$ cat src/rtl/basic_handshake_pkg.sv
// Shared constants for the buffered valid/busy completer.
// Optional stall counter: BASIC_HANDSHAKE_STALL_CNT_EN.
package basic_handshake_pkg;

  localparam int DATA_W_DEF = 4;
  localparam int DEPTH_DEF  = 4;
  localparam int PTR_W_DEF  = $clog2(DEPTH_DEF);

  localparam int          STALL_W   = 8;
  localparam logic [7:0]  STALL_MAX = 8'hFF;

  function automatic int cnt_w(input int depth);
    return $clog2(depth) + 1;
  endfunction

endpackage

$ cat src/rtl/basic_handshake_if.sv
// Requester/consumer side bundle of the buffered completer.
// Optional stall counter: BASIC_HANDSHAKE_STALL_CNT_EN.
interface basic_handshake_if #(
  parameter int DATA_W = 4,
  parameter int DEPTH  = 4
) ();

  logic                     valid;
  logic [DATA_W-1:0]        data_in;
  logic                     busy;
  logic [DATA_W-1:0]        data_rcvd;
  logic                     rcvd_valid;
  logic                     rcvd_ready;
  logic [$clog2(DEPTH):0]   count;

  modport master (
    output valid,
    output data_in,
    output rcvd_ready,
    input  busy,
    input  data_rcvd,
    input  rcvd_valid,
    input  count
  );

  modport slave (
    input  valid,
    input  data_in,
    input  rcvd_ready,
    output busy,
    output data_rcvd,
    output rcvd_valid,
    output count
  );

endinterface

$ cat src/rtl/basic_handshake_fifo_mem.sv
// DEPTH x DATA_W register array, one write port, async read port.
// Optional stall counter: BASIC_HANDSHAKE_STALL_CNT_EN.
module basic_handshake_fifo_mem #(
  parameter int DATA_W = 4,
  parameter int DEPTH  = 4,
  parameter int AW     = $clog2(DEPTH)
) (
  input  logic              clk,
  input  logic              rstn,
  input  logic              i_we,
  input  logic [AW-1:0]     i_waddr,
  input  logic [DATA_W-1:0] i_wdata,
  input  logic [AW-1:0]     i_raddr,
  output logic [DATA_W-1:0] o_rdata
);

  logic [DATA_W-1:0] r_mem [DEPTH];

  // Cleared so the head word reads as zero straight out of reset.
  always_ff @(posedge clk or negedge rstn) begin
    if (!rstn) begin
      for (int i = 0; i < DEPTH; i++) r_mem[i] <= '0;
    end else if (i_we) begin
      r_mem[i_waddr] <= i_wdata;
    end
  end

  assign o_rdata = r_mem[i_raddr];

endmodule

$ cat src/rtl/basic_handshake_buffered_completer.sv
// Buffered completer: FIFO behind a valid/busy handshake.
// Optional stall counter: BASIC_HANDSHAKE_STALL_CNT_EN.
module basic_handshake_buffered_completer
  import basic_handshake_pkg::*;
#(
  parameter int DATA_W = DATA_W_DEF,
  parameter int DEPTH  = DEPTH_DEF
) (
  input  logic              clk,
  input  logic              rstn,
  basic_handshake_if.slave  bus
`ifdef BASIC_HANDSHAKE_STALL_CNT_EN
  ,
  output logic [STALL_W-1:0] stall_cnt
`endif
);

  localparam int AW = $clog2(DEPTH);
  localparam int CW = $clog2(DEPTH) + 1;

  logic [AW-1:0]     r_wr_ptr;
  logic [AW-1:0]     r_rd_ptr;
  logic [CW-1:0]     r_count;
  logic              r_busy;
  logic [CW-1:0]     w_count_next;
  logic              w_push;
  logic              w_pop;
  logic              w_rvalid;
  logic [DATA_W-1:0] w_rdata;

  assign w_rvalid = (r_count != '0);
  assign w_push   = bus.valid & ~r_busy;
  assign w_pop    = w_rvalid & bus.rcvd_ready;

  always_comb begin
    w_count_next = r_count;
    unique case (1'b1)
      (w_push & ~w_pop): w_count_next = r_count + CW'(1);
      (w_pop & ~w_push): w_count_next = r_count - CW'(1);
      default: ;
    endcase
  end

  // busy tracks next-state fullness, so it is high exactly at count==DEPTH.
  always_ff @(posedge clk or negedge rstn) begin
    if (!rstn) begin
      r_wr_ptr <= '0;
      r_rd_ptr <= '0;
      r_count  <= '0;
      r_busy   <= 1'b0;
    end else begin
      if (w_push) r_wr_ptr <= r_wr_ptr + 1'b1;
      if (w_pop)  r_rd_ptr <= r_rd_ptr + 1'b1;
      r_count <= w_count_next;
      r_busy  <= (w_count_next == CW'(DEPTH));
    end
  end

  basic_handshake_fifo_mem #(
    .DATA_W (DATA_W),
    .DEPTH  (DEPTH),
    .AW     (AW)
  ) u_mem (
    .clk     (clk),
    .rstn    (rstn),
    .i_we    (w_push),
    .i_waddr (r_wr_ptr),
    .i_wdata (bus.data_in),
    .i_raddr (r_rd_ptr),
    .o_rdata (w_rdata)
  );

  assign bus.busy       = r_busy;
  assign bus.data_rcvd  = w_rdata;
  assign bus.rcvd_valid = w_rvalid;
  assign bus.count      = r_count;

`ifdef BASIC_HANDSHAKE_STALL_CNT_EN
  logic [STALL_W-1:0] r_stall_cnt;

  always_ff @(posedge clk or negedge rstn) begin
    if (!rstn) begin
      r_stall_cnt <= '0;
    end else if (bus.valid && r_busy && r_stall_cnt != STALL_MAX) begin
      r_stall_cnt <= r_stall_cnt + 1'b1;
    end
  end

  assign stall_cnt = r_stall_cnt;
`endif

endmodule

$ cat src/flat_wrapper.sv
// flat-port wrapper written by rule: the top's interface ports become plain ports
module basic_handshake_buffered_completer_flat import basic_handshake_pkg::*;
#(
  parameter int DATA_W = DATA_W_DEF,
  parameter int DEPTH  = DEPTH_DEF
)
  (clk, rstn, bus_valid, bus_data_in, bus_rcvd_ready, bus_busy, bus_data_rcvd, bus_rcvd_valid, bus_count);
  basic_handshake_if #(.DATA_W(DATA_W), .DEPTH(DEPTH)) bus_i ();
  input  logic clk;
  input  logic rstn;
  input wire logic [$bits(bus_i.valid)-1:0] bus_valid;
  input wire logic [$bits(bus_i.data_in)-1:0] bus_data_in;
  input wire logic [$bits(bus_i.rcvd_ready)-1:0] bus_rcvd_ready;
  output wire logic [$bits(bus_i.busy)-1:0] bus_busy;
  output wire logic [$bits(bus_i.data_rcvd)-1:0] bus_data_rcvd;
  output wire logic [$bits(bus_i.rcvd_valid)-1:0] bus_rcvd_valid;
  output wire logic [$bits(bus_i.count)-1:0] bus_count;
  assign bus_i.valid = bus_valid;
  assign bus_i.data_in = bus_data_in;
  assign bus_i.rcvd_ready = bus_rcvd_ready;
  assign bus_busy = bus_i.busy;
  assign bus_data_rcvd = bus_i.data_rcvd;
  assign bus_rcvd_valid = bus_i.rcvd_valid;
  assign bus_count = bus_i.count;
  basic_handshake_buffered_completer #(.DATA_W(DATA_W), .DEPTH(DEPTH)) u_core (.clk(clk), .rstn(rstn), .bus(bus_i));
endmodule
$ cat config.mk
export PLATFORM = sky130hd
export DESIGN_NAME = basic_handshake_buffered_completer_flat
export DESIGN_NICKNAME = d
export VERILOG_FILES = /design/src/rtl/basic_handshake_pkg.sv /design/src/rtl/basic_handshake_if.sv /design/src/rtl/basic_handshake_fifo_mem.sv /design/src/rtl/basic_handshake_buffered_completer.sv /design/src/flat_wrapper.sv
export SDC_FILE = /design/constraint.sdc
export NUM_CORES = 1
export LEC_CHECK = 0
export CORE_MARGIN = 2
export CORE_UTILIZATION = 46
export DETAILED_ROUTE_END_ITERATION = 10
export HOLD_SLACK_MARGIN = 0.12
export PLACE_DENSITY = 0.73
export SYNTH_ARGS = -nofsm -noshare
export SYNTH_HDL_FRONTEND = slang
export SYNTH_HIERARCHICAL = 1
export SYNTH_SLANG_ARGS = --single-unit
export TNS_END_PERCENT = 100
$ cat constraint.sdc
create_clock -name clk -period 1.8 [get_ports clk]
set_input_delay 0.36 -clock clk [delete_from_list [all_inputs] [get_ports clk]]
set_output_delay 0.36 -clock clk [all_outputs]
set_load 0.02 [all_outputs]
==> impl_metrics.json <==
{
  "data_required_time_of_the_worst_path_ns": 2.05,
  "num_antenna_cells": 0,
  "drt_first_pass_iters": 2,
  "place.detailed.hpwl_um": 1430,
  "worst_r2r_path_depth": 7,
  "htree_num_levels": 1,
  "final-setup-viol-count": 7,
  "period_needed_ns": 1.88,
  "clock_sink_count": 24,
  "synth-xor-area-share": 0.0484,
  "area_delta_synth_final_pct": 35.6,
  "crit_chain": "o31a_1, ha_2, inv_2, fa_2, xor2_2, or3_4, a211oi_2",
  "tritoncts": "yes",
  "timing.setup.critical_path_class": "reg2reg",
  "grt_usage": 0.167,
  "synth_seq_area_share": 0.554,
  "worstSkewPairLatency_ns": 0.32,
  "yosysUniqueCellTypes": 20,
  "r2r-start": "u_core/bus.count[0]$_DFF_PN0_",
  "drtAntennaViolNets": 0,
  "synth-simple-area-share": 0.0681,
  "synth_seq_cells": 24,
  "ctsLongestPathBuffers": 2,
  "gpl.final_weighted_congestion": 0.766,
  "post-route-period-util": 1.04,
  "drcViolationCount": 0,
  "vdd_ir_drop_max_mv": 1.29,
  "status": "finished, violations left",
  "start_util": 0.490,
  "die_h_um": 52.6,
  "min-delay-path-class": "in2async",
  "pin_count_of_the_biggest_net_entering_global_routing": 25,
  "fin_util": 0.665,
  "critPathMaxStageDelay_ns": 0.39,
  "achievable-frequency_mhz": 533,
  "pwr_density_cell_mw_per_mm2": 2000,
  "worstSetupStartpoint": "u_core/bus.count[0]$_DFF_PN0_",
  "finalNetCount": 116,
  "wl_per_cell_um": 15.4,
  "pin_count": 17,
  "fp.dieW_um": 52.6,
  "relSlewSlack": 0.797,
  "max_slew.worst_pin.slew_ns": 0.304,
  "ys_warn_count": 6,
  "detail_route.iter0.violations": 7,
  "grt_first_pass_wirelength_um": 3190,
  "worst_clock_skew_ns": 0.00196,
  "cts.hold.buffers_added": 0,
  "rows": 17,
  "synth_compound_gate_area_share": 0.0242,
  "leakagePower_nw": 0.672,
  "synth_top_family_by_area": "multiplexers",
  "critical_path_arrival_ns": 2.12,
  "syn_avg_cell_area_um2": 15.5,
  "design.core.area_mm2": 0.00221,
  "timing.final.max_slew_violations": 0,
  "first_global_vias": 659,
  "max_cap_violations": 0,
  "synth_area_mm2": 0.00108,
  "worst-path-max-fanout": 2,
  "finalHoldViolations": 0,
  "dieArea_mm2": 0.00276,
  "net_count_after_synthesis": 80,
  "muxShareOfSynthArea": 0.262,
  "setup_repair_after_global_routing_missed_its_margin": "yes",
  "routed_wirelength_um": 2040,
  "worst_path_clk_slew_ns": 0.13,
  "violated_checks": "negative setup slack",
  "startpoint_class_of_the_critical_path": "flop",
  "num_vias": 684,
  "crit_slowest_cell": "dfrtp_2",
  "numCtsBuffers": 3,
  "io_buffer_count": 16,
  "viasPerCell": 5.14,
  "end_kind": "flop",
  "gr-total-overflow": 0,
  "adder_cell_share_of_the_synthesized_area": 0.0300,
  "drive_gt1_frac": 0.524,
  "cts_root_buffer": "clkbuf_4",
  "post_synth_inst_count": 70,
  "finalWorstSetupSlack_ns": -0.0762,
  "grt_antenna_before_repair": 0,
  "placed_area_mm2": 0.00136,
  "final_area_mm2": 0.00147
}
-- repair_timing --
action / in CTS / in global routing
gates resized for setup: 30 / 7
endpoints found under the hold margin: 0 / 0
setup buffers: 3 / 2
cloned: 0 / 0
setup endpoints to repair: 7 / 9
-- cell usage in the layout (no fill, tap or decap), drive strengths merged --
| cell type | n |
|---|---|
| a211oi | 1 |
| buf | 20 |
| bufinv | 1 |
| clkbuf | 3 |
| clkdlybuf4s50 | 6 |
| dfrtp | 24 |
| dlygate4sd2 | 1 |
| dlymetal6s2s | 4 |
| fa | 1 |
| ha | 1 |
| inv | 4 |
| mux2 | 16 |
| mux2i | 1 |
| mux4 | 4 |
| nand2 | 3 |
| nand2b | 1 |
| nand3 | 1 |
| nand3b | 2 |
| nor3b | 1 |
| o21ai | 1 |
| o31a | 1 |
| or3 | 2 |
| xnor2 | 4 |
| xor2 | 2 |
-- layout make-up --
type,count,area [um^2]
timing repair buffer,31,285
fill,168,741
clock inverter,1,30.0
inverter,4,15.0
multi-input combinational,42,478
clock buffer,3,22.5
tap,28,35.0
sequential,24,606
-- worst paths after layout --
kind                                                     end  slack, ns
min                           u_core/r_wr_ptr[0]$_DFFE_PN0P_       0.38
max                                u_core/bus.busy$_DFF_PN0_      -0.08
max reg2reg                        u_core/bus.busy$_DFF_PN0_      -0.08
min reg2reg                u_core/u_mem/r_mem[7]$_DFFE_PN0P_       0.52
max in group asynchronous      u_core/bus.count[2]$_DFF_PN0_       1.16
min in group clk              u_core/r_wr_ptr[0]$_DFFE_PN0P_       0.46
-- registers in the layout, summed over array words and instances, names as in the netlist --
signal / cells
u_core/r_wr_ptr: 2
u_core/bus.count: 3
u_core/u_mem/r_mem: 16
u_core/r_rd_ptr: 2
u_core/bus.busy: 1
-- per-stage QoR --
stage / total power, mW / hold WS (ns) / worst slack (ns) / TNS [ns] / cells
finish: 2.94 / 0.384 / -0.0762 / -0.285 / 133
global route: 3.12 / 0.422 / -0.191 / -0.765 / 133
CTS: 2.89 / 0.388 / -0.116 / -0.316 / 131
detailed placement: 2.42 / 0.490 / -0.487 / -3.57 / 124
global placement: 2.38 / 0.481 / -0.452 / -2.81 / 124
floorplan: 1.86 / 0.0644 / -0.127 / -0.131 / 70
-- cells in the mapped netlist --
cell / n / area, um^2
mux4_1: 1 / 26.3
mux2i_1: 1 / 10.0
o31a_1: 1 / 8.76
dfrtp_1: 24 / 601
mux2_2: 16 / 180
inv_1: 4 / 15.0
mux4_2: 3 / 67.6
xor2_1: 2 / 17.5
nand2_1: 3 / 11.3
or3_4: 1 / 11.3
o21ai_1: 1 / 5.00
nand3b_1: 2 / 15.0
nand2b_1: 1 / 6.26
nand3_1: 1 / 5.00
a211oi_2: 1 / 12.5
xnor2_1: 4 / 35.0
fa_1: 1 / 20.0
ha_1: 1 / 12.5
nor3b_4: 1 / 18.8
or3_1: 1 / 6.26
-- where the power goes --
group | switching [mW] | leakage [nW] | total (mW) | internal (mW)
registers | 0.191 | 0.281 | 1.01 | 0.821
clock network | 0.164 | 0.0279 | 0.389 | 0.225
logic | 0.639 | 0.363 | 1.54 | 0.904
-- cells by family after synthesis --
logic type | count (synthesis)
and+or+nand+nor | 10
adders and majority gates | 2
muxes | 21
buffers and inverters | 4
xor gates and xnor gates | 6
AOI/OAI and AO/OA | 3
DFF | 24
-- layer usage --
| layer | GRT usage | vias up | wire length [um] |
|---|---|---|---|
| met4 | 0.103 | 0 | 48 |
| met3 | 0.0171 | 5 | 59 |
| li1 | - | 322 | - |
| met1 | 0.213 | 343 | 887 |
| met2 | 0.273 | 14 | 1050 |
| met5 | 0 | - | 0 |
-- worst max-delay path, delay by kind of cell, from the launching register on --
family                   cells  cell delay (ns)
AND/OR/NAND/NOR              1             0.34
buffers and inverters        1             0.04
flip-flops                   1             0.39
AO/OA/AOI/OAI                2             0.34
XOR/XNOR                     1             0.16
adder cells (fa/ha/maj)      2             0.54
No activity file was read; power rests on OpenSTA's default activity.
